### src/rtl/prng_request_scheduler.sv
// prng_request_scheduler
// Lets two synchronous requesters share one 8-bit pseudo-random generator.
// Requests are granted round-robin. The block drives the generator's
// active-low clear and load strobes, captures the generated word, and
// returns it to the granted requester with a one-cycle acknowledge. Reseed
// (clear) requests are queued as a single pending flag and take priority
// over word requests.
//
// Ports
//   PRNGSCHED_CLOCK_50     system clock, rising edge
//   PRNGSCHED_RESET_InLow  synchronous active-low reset
//   req0 / req1            word requests, held high until the matching ack
//   clr_req                one-cycle reseed request pulse
//   ack0 / ack1            one-cycle acknowledge, rsp_data valid
//   rsp_data               last captured generator word
//   clr_done               one-cycle pulse when a reseed completes
//   busy                   high whenever the controller is not idle
//   gen_count              words delivered since reset (wraps)
//   gen_clear_InLow        generator clear strobe, active low
//   gen_load_InLow         generator load/step strobe, active low
//   gen_data_InBUS         generator output word
//
// States
//   state | meaning
//   IDLE  | waiting; reseed has priority over word requests
//   CLEAR | gen_clear_InLow held low for CLEAR_CYCLES cycles
//   LOAD  | gen_load_InLow low for one cycle
//   WAIT  | GEN_LATENCY cycles; word captured in the last one
//   ACK   | ack pulse to the granted requester, gen_count bumped
module prng_request_scheduler #(
    parameter int DATAWIDTH    = 8,
    parameter int GEN_LATENCY  = 1,
    parameter int CLEAR_CYCLES = 2,
    parameter int COUNTWIDTH   = 16
) (
    input  logic                  PRNGSCHED_CLOCK_50,
    input  logic                  PRNGSCHED_RESET_InLow,
    input  logic                  req0,
    input  logic                  req1,
    input  logic                  clr_req,
    output logic                  ack0,
    output logic                  ack1,
    output logic [DATAWIDTH-1:0]  rsp_data,
    output logic                  clr_done,
    output logic                  busy,
    output logic [COUNTWIDTH-1:0] gen_count,
    output logic                  gen_clear_InLow,
    output logic                  gen_load_InLow,
    input  logic [DATAWIDTH-1:0]  gen_data_InBUS
);

    localparam logic [2:0] IDLE  = 3'd0;
    localparam logic [2:0] CLEAR = 3'd1;
    localparam logic [2:0] LOAD  = 3'd2;
    localparam logic [2:0] WAIT  = 3'd3;
    localparam logic [2:0] ACK   = 3'd4;

    localparam int TIMERWIDTH = 4;

    logic [2:0]            state;
    logic [2:0]            nextState;
    logic [TIMERWIDTH-1:0] stepTimer;
    logic                  timerDone;
    logic                  clrPending;
    logic                  lastGrant;
    logic                  curGrant;
    logic                  grantNext;
    logic                  enterClear;
    logic                  enterLoad;
    logic                  enterAck;

    assign timerDone = (stepTimer == '0);

    always_comb begin
        nextState = state;
        case (state)
            IDLE: begin
                if (clrPending) begin
                    nextState = CLEAR;
                end else if (req0 || req1) begin
                    nextState = LOAD;
                end
            end
            CLEAR:   if (timerDone) nextState = IDLE;
            LOAD:    nextState = WAIT;
            WAIT:    if (timerDone) nextState = ACK;
            ACK:     nextState = IDLE;
            default: nextState = IDLE;
        endcase
    end

    // Round-robin: on a tie the requester that did not win last time wins;
    // otherwise whichever single requester is asking.
    always_comb begin
        grantNext = req1;
        if (req0 && req1) begin
            grantNext = ~lastGrant;
        end
    end

    assign enterClear = (state == IDLE) && (nextState == CLEAR);
    assign enterLoad  = (state == IDLE) && (nextState == LOAD);
    assign enterAck   = (state == WAIT) && (nextState == ACK);

    always_ff @(posedge PRNGSCHED_CLOCK_50) begin
        if (!PRNGSCHED_RESET_InLow) begin
            state           <= IDLE;
            stepTimer       <= '0;
            clrPending      <= 1'b0;
            lastGrant       <= 1'b1;
            curGrant        <= 1'b0;
            ack0            <= 1'b0;
            ack1            <= 1'b0;
            rsp_data        <= '0;
            clr_done        <= 1'b0;
            busy            <= 1'b0;
            gen_count       <= '0;
            gen_clear_InLow <= 1'b1;
            gen_load_InLow  <= 1'b1;
        end else begin
            state <= nextState;
            busy  <= (nextState != IDLE);

            // Strobes are a registered decode of the next state, so they are
            // low for exactly the cycles spent in CLEAR / LOAD and can never
            // overlap.
            gen_clear_InLow <= (nextState != CLEAR);
            gen_load_InLow  <= (nextState != LOAD);

            clr_done <= (state == CLEAR) && (nextState == IDLE);

            // A pulse arriving in the same cycle the reseed starts is served
            // by that reseed; any later pulse re-arms the flag.
            if (enterClear) begin
                clrPending <= 1'b0;
            end else if (clr_req) begin
                clrPending <= 1'b1;
            end

            if (enterClear) begin
                stepTimer <= TIMERWIDTH'(CLEAR_CYCLES - 1);
            end else if (state == LOAD) begin
                stepTimer <= TIMERWIDTH'(GEN_LATENCY - 1);
            end else if (!timerDone) begin
                stepTimer <= stepTimer - TIMERWIDTH'(1);
            end

            if (enterLoad) begin
                curGrant  <= grantNext;
                lastGrant <= grantNext;
            end

            ack0 <= enterAck && !curGrant;
            ack1 <= enterAck && curGrant;
            if (enterAck) begin
                rsp_data  <= gen_data_InBUS;
                gen_count <= gen_count + COUNTWIDTH'(1);
            end
        end
    end

endmodule

### config.mk
export PLATFORM = sky130hd
export DESIGN_NAME = prng_request_scheduler
export DESIGN_NICKNAME = d
export VERILOG_FILES = /design/src/rtl/prng_request_scheduler.sv
export SDC_FILE = /design/constraint.sdc
export NUM_CORES = 1
export LEC_CHECK = 0
export CORE_ASPECT_RATIO = 0.8
export CORE_UTILIZATION = 39
export CTS_BUF_LIST = sky130_fd_sc_hd__clkbuf_16
export DETAILED_ROUTE_END_ITERATION = 6
export GPL_TIMING_DRIVEN = 0
export PLACE_DENSITY_LB_ADDON = 0.3
export SETUP_SLACK_MARGIN = 0.1
export SLEW_MARGIN = 5
export SYNTH_ARGS = -nofsm -noshare
export SYNTH_HDL_FRONTEND = slang
export SYNTH_SLANG_ARGS = --single-unit
### constraint.sdc
create_clock -name PRNGSCHED_CLOCK_50 -period 4.1 [get_ports PRNGSCHED_CLOCK_50]
set_input_delay 0.615 -clock PRNGSCHED_CLOCK_50 [delete_from_list [all_inputs] [get_ports PRNGSCHED_CLOCK_50]]
set_output_delay 0.615 -clock PRNGSCHED_CLOCK_50 [all_outputs]
set_load 0.02 [all_outputs]
==> results of run 1 <==
metal layers:
metal	up-vias	wire length (µm)
met4	0	65
met5	-	0
li1	776	-
met3	7	235
met1	672	1768
met2	38	1516
worst max-delay path by stage:
stage | from | endpoint | slack (ns) | cells past startpoint
after CTS | PRNGSCHED_RESET_InLow | rsp_data[3]$_SDFFE_PN0P_ | 1.93 | 5
after global routing | PRNGSCHED_RESET_InLow | rsp_data[3]$_SDFFE_PN0P_ | 1.77 | 5
after detailed placement | PRNGSCHED_RESET_InLow | rsp_data[3]$_SDFFE_PN0P_ | 1.63 | 5
final | PRNGSCHED_RESET_InLow | rsp_data[3]$_SDFFE_PN0P_ | 1.94 | 5
after global placement | PRNGSCHED_RESET_InLow | gen_count[14]$_SDFFE_PN0P_ | 1.62 | 5
after floorplan | stepTimer[0]$_SDFFE_PN0P_ | gen_count[13]$_SDFFE_PN0P_ | 2.17 | 8
worst max-delay path, delay by kind of cell:
kind	cells	cell delay, ns
buffers and inverters	4	1.59
AOI/OAI and AO/OA	1	0.08
cells in the final DEF (no fill, tap or decap), types with 2 or more instances in the layout:
cell type | Yosys | routed
inv_1 | 3 | 3
nand4_1 | 3 | 3
dfxtp_1 | 40 | 40
xnor2_1 | 5 | 5
nor3_1 | 8 | 8
and3_1 | 2 | 2
nand4bb_1 | 2 | 2
clkbuf_16 | 0 | 5
or4_1 | 6 | 6
nor2_1 | 20 | 20
xor2_1 | 3 | 3
clkbuf_1 | 5 | 5
buf_2 | 3 | 3
o31ai_1 | 3 | 3
ha_1 | 2 | 2
nand2_1 | 33 | 33
clkdlybuf4s50_1 | 0 | 42
nand2b_1 | 3 | 3
or3_1 | 5 | 5
and4_1 | 2 | 2
nand3_1 | 9 | 9
o21ai_0 | 5 | 5
a21oi_1 | 21 | 21
layout make-up:
type / instances / area, µm²
Fill cell: 378 / 1648
Sequential cell: 40 / 800.8
Multi-Input combinational cell: 142 / 783.3
Timing Repair Buffer: 42 / 420.4
Clock buffer: 5 / 125.1
Tap cell: 55 / 68.82
Buffer: 8 / 33.78
Clock inverter: 2 / 12.51
Inverter: 3 / 11.26
sequential cells by signal (all words and copies together), names as in the netlist:
register,count
gen_load_InLow,1
clrPending,1
ack0,1
ack1,1
busy,1
curGrant,1
stepTimer,4
state,3
lastGrant,1
rsp_data,8
gen_clear_InLow,1
gen_count,16
clr_done,1
kinds of logic (layout without fill, tap and decap cells):
| family | Yosys count | after routing | synth area share |
|---|---|---|---|
| AO/OA/AOI/OAI | 32 | 32 | 0.1091 |
| XOR/XNOR | 8 | 8 | 0.04301 |
| adder cells (fa/ha/maj) | 2 | 2 | 0.01536 |
| buffers and inverters | 11 | 60 | 0.02765 |
| flip-flops | 40 | 40 | 0.4916 |
| multiplexers | 2 | 2 | 0.01306 |
| AND/OR/NAND/NOR | 98 | 98 | 0.3003 |
where the power goes:
part	total [mW]	switching [mW]	internal (mW)
Clock	0.367	0.147	0.220
Sequential	0.459	0.0281	0.431
Combinational	0.256	0.144	0.112
==> impl_summary.log, run 1 <==
[metrics] global routing usage on met1: 0.2409
[metrics] slowest stage cell on the critical path: clkdlybuf4s50_1
[metrics] number of buffers on the longest clock path: 2
[metrics] cell taking the most area after synthesis: dfxtp_1
[metrics] busiest layer in global routing: met2
[metrics] total die area: 4441 µm²
[metrics] post-cts resize count: 0
[metrics] Crit path required time: 4.25 ns
[metrics] Setup CP Type: input port to flip-flop
[metrics] effective utilization at floorplan: 0.4173
[metrics] setup bufs post-CTS: 0
[metrics] M3 GR Usage: 0.05228
[metrics] number of cells after detailed placement: slightly below 300
[metrics] sink of the worst hold path: ack0$_SDFF_PN0_
[metrics] first-pass GRT wire length: ~5700 µm
[metrics] clock root buffer master: clkbuf_16
[metrics] #FFs+latches synth: 40
[metrics] dominant synthesized flop cell: dfxtp_1
[metrics] final setup TNS: 0 ns
[metrics] GRT Resource Usage Total: 0.1759
[metrics] fin util: 0.5779
[metrics] share of layout cells above drive strength 1: 0.05372
[metrics] top-area cell type share of the netlist area: 0.4916
[metrics] diodes inserted: 0
[metrics] summed area of non-filler cells in the final layout: roughly 2300 µm²
[metrics] I/O pin count: 43
[metrics] later-pin clock latency in the skew report: 0.28 ns
[metrics] growth of design area from synthesis to finish: 38.48%
[metrics] height of the die: around 60 µm
[metrics] max incr delay on CP: 0.58 ns
[metrics] fin. max-slew vios: 0
[metrics] first-pass iteration count of the detailed router: 4
[metrics] worst-path fanout max: 10
[metrics] Setup crit end kind: flip-flop
[metrics] top cell types by occurrence after synthesis: dfxtp_1, nand2_1, a21oi_1
[metrics] CTS tree: done
[metrics] HPWL after detailed placement: 2576 µm
[metrics] unrepaired setup endpoints after global routing: false
[metrics] number of nets in the synthesized netlist: roughly 210
[metrics] Worst Max-Slew Pin Slew: around 0.52 ns
[metrics] sort of element at the start of the critical path: input port
[metrics] post-route clock period utilization: 0.5263
[metrics] core outline area: 3904 µm²
[metrics] worst hold margin: between 0.4 and 0.5 ns
[metrics] Initial DRC Count: 54
[metrics] count of unresolved DRC violations after routing: 0
[metrics] count of warnings emitted by yosys: 0
[metrics] Hold Path Cell Cnt: 1
[metrics] routed via count divided by cell count: 5.027
[metrics] Power, Total: 1.082 mW
[metrics] average cell area after synthesis: about 8.4 µm²
[metrics] input/output buffers: 42
[metrics] Layout Skew: 0.004528 ns
[metrics] vias in the first global route: approximately 1.2k
[metrics] relative slew slack: 0.6558
[metrics] Power Dens Cells: between 400 and 500 nW/µm²
[metrics] static leakage: 0.7738 nW
[metrics] number of endpoints with negative hold slack in the final report: 0
[metrics] run status: complete, no violations
[metrics] final worst-path setup slack: approximately 1.9 ns
[metrics] endpoint of the worst register-to-register path: gen_count[13]$_SDFFE_PN0P_
[metrics] hold-fix buffer count after cts: 0
[metrics] number of nets still failing antenna checks after routing: 0
[metrics] placed cell areas: between 2000 and 2500 µm²
[metrics] weighted congestion at the end of routability-driven global placement: slightly above 0.7
[metrics] largest net degree at the start of global routing: 13
[metrics] Hold Startpoint: curGrant$_SDFFE_PN0P_
[metrics] post-route minimum period: 2.158 ns
[metrics] endpoint arrival time on the critical path: 2.30 ns
[metrics] Worst R2R Setup Slack: between 2 and 2.5 ns
[metrics] Netlist cell types: 31
[metrics] final cell count without fillers: between 200 and 300
[metrics] antenna violations before repair: 0
[metrics] most numerous cell in the Yosys netlist: dfxtp_1
[metrics] CTS clock-pin slew for the worst setup and hold paths: around 0.060 ns
[metrics] number of synthesized flops with an enable pin: 0
[metrics] routed wire length: 3586 µm
[metrics] chip width: 74.26 µm
[metrics] Via Count: between 1k and 1.5k
[metrics] depth of the worst register-to-register path: 8
[metrics] pre-CTS setup slack: 1.631 ns
[metrics] clock sink count: 40
[metrics] Final setup viols: 0
[metrics] max-cap violation count: 0
[metrics] total overflow reported by the global router: 0
[metrics] CP most frequent cell: clkbuf_1
[metrics] async set or reset register ratio after synthesis: 0
[metrics] # H-tree levels: 2
[metrics] fin nets: 257
[metrics] global routing usage on met2: 0.2506
[metrics] maximum frequency from static timing analysis: about 460 MHz
[metrics] fraction of the yosys area taken by sequential cells: 0.4916
[metrics] class of the most critical hold timing path: flip-flop to flip-flop
[metrics] post-synth design cell area: 1629 µm²
[metrics] worst IR drop on VDD: 0.0002731 V
[metrics] average routed wire per standard cell: 12.07 µm
[metrics] Num CTS Buffers: 5
[metrics] crit-path cells: clkdlybuf4s50_1 > inv_1 > clkbuf_1 > clkbuf_1 > a21oi_1
[metrics] Syn Inst Count: roughly 190
[metrics] Cell Rows: 20
[metrics] Area contributors post-synth: dfxtp_1, nand2_1, a21oi_1
[metrics] beginning of the worst register-to-register path: stepTimer[0]$_SDFFE_PN0P_
(Power assumes the default switching activity.)
==> run 2: changes to the inputs <==
- clock period: 4.1 -> 2.2 ns (I/O delays scaled with it)
==> impl_summary.log, run 2 (same netlist as run 1, synthesis figures left out) <==
[metrics] I/O pin count: 43
[metrics] cell-internal power: 1.469 mW
[metrics] chip width: around 74 µm
[metrics] routed wire length: 3625 µm
[metrics] input/output buffers: 42
[metrics] height of the die: 59.81 µm
[metrics] total die area: approximately 4400 µm²
[metrics] HPWL after detailed placement: 2576 µm
[metrics] switching share of total power: 0.2937
[metrics] vias in the first global route: around 1.2k
[metrics] buffering stage count on the worst path with inverters included: 3
[metrics] Initial DRC Count: just over 60
[metrics] number of endpoints with negative hold slack in the final report: 0
[metrics] multi-input logic area: 799.5 µm²
[metrics] GRT Resource Usage Total: 0.1759
[metrics] Power Dens Cells: approximately 900 nW/µm²
[metrics] Hold Path Cell Cnt: 1
[metrics] Via Count: 1493
[metrics] max incr delay on CP: 0.49 ns
[metrics] Hold Startpoint: curGrant$_SDFFE_PN0P_
[metrics] Comb pwr share: 0.257
[metrics] number of fillers in the final layout: 375
[metrics] static leakage: 0.7888 nW
[metrics] largest registers ranked by flip-flop count: gen_count (16), rsp_data (8), stepTimer (4)
[metrics] # H-tree levels: 2
[metrics] CTS clock-pin slew for the worst setup and hold paths: 0.06 ns
[metrics] register name with the most flops: gen_count
[metrics] area taken by flip-flops and latches: between 800 and 900 µm²
[metrics] cell count along the critical path: 8
[metrics] most frequent cells in the layout: clkdlybuf4s50_1, dfxtp_1, nand2_1
[metrics] flip-flop count of the largest register, all copies and words added: 16
[metrics] final setup TNS: 0 ns
[metrics] fin nets: between 200 and 300
[metrics] Crit path required time: ~2.4 ns
[metrics] Setup CP Type: flip-flop to flip-flop
[metrics] first-pass iteration count of the detailed router: 4
[metrics] effective utilization at floorplan: 0.4173
[metrics] fin util: 0.5888
[metrics] first-pass GRT wire length: about 5700 µm
[metrics] sort of element at the start of the critical path: flip-flop
[metrics] slowest stage cell on the critical path: or4_1
[metrics] most common library cell in the layout ignoring fill and taps: clkdlybuf4s50_1
[metrics] post-route minimum period: between 2 and 2.5 ns
[metrics] Power, Total: ~2.1 mW
[metrics] worst IR drop on VDD: ~0.00051 V
[metrics] proportion of power drawn by the clock network: 0.329
[metrics] unrepaired setup endpoints after global routing: false
[metrics] Worst Max-Slew Pin Slew: approximately 0.54 ns
[metrics] max-cap violation count: 0
[metrics] beginning of the worst register-to-register path: stepTimer[0]$_SDFFE_PN0P_
[metrics] relative slew slack: 0.6432
[metrics] Setup crit end kind: flip-flop
[metrics] Num CTS Buffers: 5
[metrics] clock root buffer master: clkbuf_16
[metrics] antenna violations before repair: 0
[metrics] fin. max-slew vios: 0
[metrics] Layout Skew: approximately 0.0038 ns
[metrics] maximum frequency from static timing analysis: between 400 and 500 MHz
[metrics] class of the most critical hold timing path: flip-flop to flip-flop
[metrics] weighted congestion at the end of routability-driven global placement: approximately 0.73
[metrics] CTS tree: done
[metrics] largest net degree at the start of global routing: 13
[metrics] kind of cell with the highest combined delay on the critical path: simple AND/OR/NAND/NOR gates
[metrics] core outline area: ~3900 µm²
[metrics] average routed wire per standard cell: 12.12 µm
[metrics] worst-path fanout max: 7
[metrics] later-pin clock latency in the skew report: about 0.28 ns
[metrics] clock sink count: 40
[metrics] Final setup viols: 0
[metrics] run status: complete, no violations
[metrics] share of layout cells above drive strength 1: 0.08607
[metrics] total overflow reported by the global router: 0
[metrics] Worst R2R Setup Slack: 0.19 ns
[metrics] number of nets still failing antenna checks after routing: 0
[metrics] growth of design area from synthesis to finish: 41.09%
[metrics] number of buffers on the longest clock path: 2
[metrics] part of the total power dissipated in sequential elements: 0.414
[metrics] sink of the worst hold path: ack0$_SDFF_PN0_
[metrics] count of unresolved DRC violations after routing: 0
[metrics] routed via count divided by cell count: 4.993
[metrics] depth of the worst register-to-register path: 8
[metrics] sw power: roughly 0.61 mW
[metrics] diodes inserted: 0
[metrics] post-route clock period utilization: 0.9137
[metrics] Cell Rows: 20
[metrics] crit-path cells: inv_2 > ha_4 > nand4bb_1 > buf_6 > or4_1 > buf_4 > or3_1 > a21oi_1
[metrics] endpoint of the worst register-to-register path: gen_count[13]$_SDFFE_PN0P_
[metrics] endpoint arrival time on the critical path: about 2.2 ns
run 2: cell types whose count changed in the layout (fill, tap and decap cells not counted), sizes merged:
cell,delta
buf,+2
run 2: worst max-delay path by stage:
stage	start	to	slack (ns)
after floorplan	stepTimer[0]$_SDFFE_PN0P_	gen_count[13]$_SDFFE_PN0P_	0.27
after global placement	PRNGSCHED_RESET_InLow	gen_count[14]$_SDFFE_PN0P_	0.0003
after detailed placement	PRNGSCHED_RESET_InLow	rsp_data[3]$_SDFFE_PN0P_	0.02
after CTS	stepTimer[0]$_SDFFE_PN0P_	gen_count[13]$_SDFFE_PN0P_	0.12
after global routing	stepTimer[0]$_SDFFE_PN0P_	gen_count[9]$_SDFFE_PN0P_	0.08
final	stepTimer[0]$_SDFFE_PN0P_	gen_count[13]$_SDFFE_PN0P_	0.19
run 2: per-layer routing:
metal,share of wire,vias up,track usage
met5,0,-,0
met3,0.058,7,0.05228
li1,-,778,-
met4,0.019,0,0.08895
met2,0.43,40,0.2506
met1,0.49,668,0.2409
run 2: layout make-up:
type                    count  area share
multi-input cells         142      0.3479
clock inverters             2    0.005444
plain buffers               8     0.01851
flip-flops and latches     40      0.3495
inverters                   3    0.004899
well taps                  55     0.02994
clock buffers               5     0.05444
repair buffers             44      0.1894
run 2: worst register-to-register path, stage by stage, from the launching register on:
cell,delay (ns)
dfxtp_2,0.33
inv_2,0.07
ha_4,0.16
nand4bb_1,0.13
buf_6,0.16
or4_1,0.49
buf_4,0.17
or3_1,0.30
a21oi_1,0.14
run 2: what timing repair did:
action,4_1_cts,5_1_grt
gates resized for setup,0,11
endpoints found under the setup margin,0,6
hold buffers,0,0
setup buffers,0,2
run 2: stage by stage:
stage / hold WS (ns) / setup slack (ns) / instances / instance area (µm²)
floorplan: 0.4018 / 0.2655 / 193 / 1629
global placement: 0.4382 / 0.0003335 / 290 / 2118
detailed placement: 0.4409 / 0.01609 / 290 / 2118
CTS: 0.4527 / 0.1155 / 297 / 2256
global route: 0.4681 / 0.08134 / 299 / 2298
finish: 0.4511 / 0.1898 / 299 / 2298
run 2: power groups by stage:
stage	clock network, mW	registers [mW]	logic (mW)
2_1_floorplan	0	0.900	0.291
3_3_place_gp	0	0.868	0.468
3_5_place_dp	0	0.870	0.474
4_1_cts	0.698	0.856	0.478
5_1_grt	0.719	0.873	0.605
6_report	0.683	0.862	0.535
==> run 3: changes to the inputs <==
==> constraint.sdc (replaced) <==
create_clock -name PRNGSCHED_CLOCK_50 -period 2.2 [get_ports PRNGSCHED_CLOCK_50]
set_input_delay 0.44 -clock PRNGSCHED_CLOCK_50 [delete_from_list [all_inputs] [get_ports PRNGSCHED_CLOCK_50]]
set_output_delay 0.44 -clock PRNGSCHED_CLOCK_50 [all_outputs]
set_load 0.02 [all_outputs]
==> impl_summary.log, run 3 (same netlist as run 1, synthesis figures left out) <==
[metrics] post-route minimum period: 2.007 ns
[metrics] register name with the most flops: gen_count
[metrics] class of the most critical hold timing path: flip-flop to flip-flop
[metrics] number of endpoints with negative hold slack in the final report: 0
[metrics] number of nets still failing antenna checks after routing: 0
[metrics] final setup TNS: 0 ns
[metrics] diodes inserted: 0
[metrics] relative slew slack: 0.6601
[metrics] number of fillers in the final layout: ~370
[metrics] weighted congestion at the end of routability-driven global placement: ~0.73
[metrics] worst-path fanout max: 7
[metrics] fin nets: ~260
[metrics] HPWL after detailed placement: about 2600 µm
[metrics] number of cells after detailed placement: 290
[metrics] Via Count: 1491
[metrics] run status: complete, no violations
[metrics] CTS clock-pin slew for the worst setup and hold paths: around 0.060 ns
[metrics] input/output buffers: 42
[metrics] flip-flop count of the largest register, all copies and words added: 16
[metrics] Layout Skew: 0.002861 ns
[metrics] length of routed met2 wiring: 1572 µm
[metrics] CTS tree: done
[metrics] Initial DRC Count: 55
[metrics] area taken by flip-flops and latches: around 800 µm²
[metrics] routed wire length: roughly 3600 µm
[metrics] total die area: 4441 µm²
[metrics] count of unresolved DRC violations after routing: 0
[metrics] most frequent cells in the layout: clkdlybuf4s50_1, dfxtp_1, nand2_1
[metrics] hold-fix buffer count after cts: 0
[metrics] Cell Rows: 20
[metrics] maximum frequency from static timing analysis: 498.3 MHz
[metrics] post-route clock period utilization: 0.9123
[metrics] highest signal layer in the routed design: met4
[metrics] wire length on met1: around 1800 µm
[metrics] most common library cell in the layout ignoring fill and taps: clkdlybuf4s50_1
[metrics] Worst Max-Slew Pin Slew: a little over 0.5 ns
[metrics] final cell count without fillers: roughly 300
[metrics] Power Dens Cells: about 910 nW/µm²
[metrics] Setup CP Type: flip-flop to flip-flop
[metrics] vias in the first global route: ~1.2k
[metrics] multi-input logic area: ~800 µm²
[metrics] GRT Resource Usage Total: 0.1759
[metrics] number of buffers on the longest clock path: 2
[metrics] first-pass iteration count of the detailed router: 4
[metrics] largest net degree at the start of global routing: 13
[metrics] total overflow reported by the global router: 0
[metrics] clock sink count: 40
[metrics] fin. max-slew vios: 0
[metrics] later-pin clock latency in the skew report: 0.28 ns
[metrics] worst IR drop on VDD: approximately 0.00051 V
[metrics] clock root buffer master: clkbuf_16
[metrics] Final setup viols: 0
[metrics] antenna violations before repair: 0
[metrics] effective utilization at floorplan: 0.4173
[metrics] unrepaired setup endpoints after global routing: true
[metrics] routed via count divided by cell count: between 4 and 5
[metrics] chip width: between 70 and 80 µm
[metrics] max-cap violation count: 0
[metrics] # H-tree levels: 2
[metrics] static leakage: slightly below 0.8 nW
[metrics] Crit path required time: between 2 and 2.5 ns
[metrics] Setup crit end kind: flip-flop
[metrics] share of layout cells above drive strength 1: 0.08607
[metrics] height of the die: approximately 60 µm
[metrics] sort of element at the start of the critical path: flip-flop
[metrics] average routed wire per standard cell: 12.18 µm
[metrics] largest registers ranked by flip-flop count: gen_count (16), rsp_data (8), stepTimer (4)
[metrics] met3 WL post-DR: just over 200 µm
[metrics] I/O pin count: 43
[metrics] core outline area: just under 4000 µm²
[metrics] Num CTS Buffers: 5
[metrics] first-pass GRT wire length: about 5700 µm
[metrics] growth of design area from synthesis to finish: 40.94%
[metrics] endpoint arrival time on the critical path: between 2 and 2.5 ns
-- run 3: cell counts in the layout (fill, tap and decap cells not counted) --
Identical to the previous run, type by type.
-- run 3: metrics by stage --
| stage | util | instance area [µm²] | hold WS, ns | setup slack, ns | total power, mW |
|---|---|---|---|---|---|
| detailed placement | 0.5426 | 2118 | 0.4409 | -0.09391 | 1.344 |
| CTS | 0.5779 | 2256 | 0.4527 | 0.1155 | 2.033 |
| floorplan | - | 1629 | 0.4161 | 0.2655 | 1.191 |
| global route | 0.5881 | 2296 | 0.4681 | 0.06144 | 2.196 |
| finish | 0.5881 | 2296 | 0.4511 | 0.1930 | 2.079 |
| global placement | 0.5426 | 2118 | 0.4382 | -0.1097 | 1.336 |
-- run 3: what timing repair did --
item,4_1_cts,5_1_grt
endpoints found under the setup margin,0,13
buffers inserted,0,2
resized for setup,0,12
-- run 3: metal layers --
metal,track usage,vias up
met5,0,-
met4,0.08895,0
met3,0.05228,7
met2,0.2506,39
met1,0.2409,670
li1,-,775
-- run 3: final timing paths --
check	from	end	slack [ns]	cells past startpoint
max	stepTimer[0]$_SDFFE_PN0P_	gen_count[13]$_SDFFE_PN0P_	0.19	8
min	curGrant$_SDFFE_PN0P_	ack0$_SDFF_PN0_	0.45	1
max reg2reg	stepTimer[0]$_SDFFE_PN0P_	gen_count[13]$_SDFFE_PN0P_	0.19	8
min reg2reg	curGrant$_SDFFE_PN0P_	ack0$_SDFF_PN0_	0.45	1
-- run 3: where the power goes --
group	total, mW	internal, mW	switching [mW]
Combinational	0.534	0.252	0.282
Sequential	0.862	0.807	0.0553
Clock	0.683	0.411	0.272
Total	2.08	1.47	0.610
-- run 3: cell type report --
cell class | count | share of cell area
Buffer | 8 | 0.01907
Sequential cell | 40 | 0.3499
Timing Repair Buffer | 44 | 0.1896
Tap cell | 55 | 0.02997
Inverter | 3 | 0.004905
Multi-Input combinational cell | 142 | 0.3466
Clock inverter | 2 | 0.005450
Clock buffer | 5 | 0.05450
-- run 3: critical path, stage by stage (launching register included) --
cell and delay (ns):
dfxtp_2 0.33, inv_2 0.07, ha_4 0.16, nand4bb_1 0.13, buf_6 0.16, or4_1 0.49, buf_4 0.17, or3_1 0.30
a21oi_1 0.14
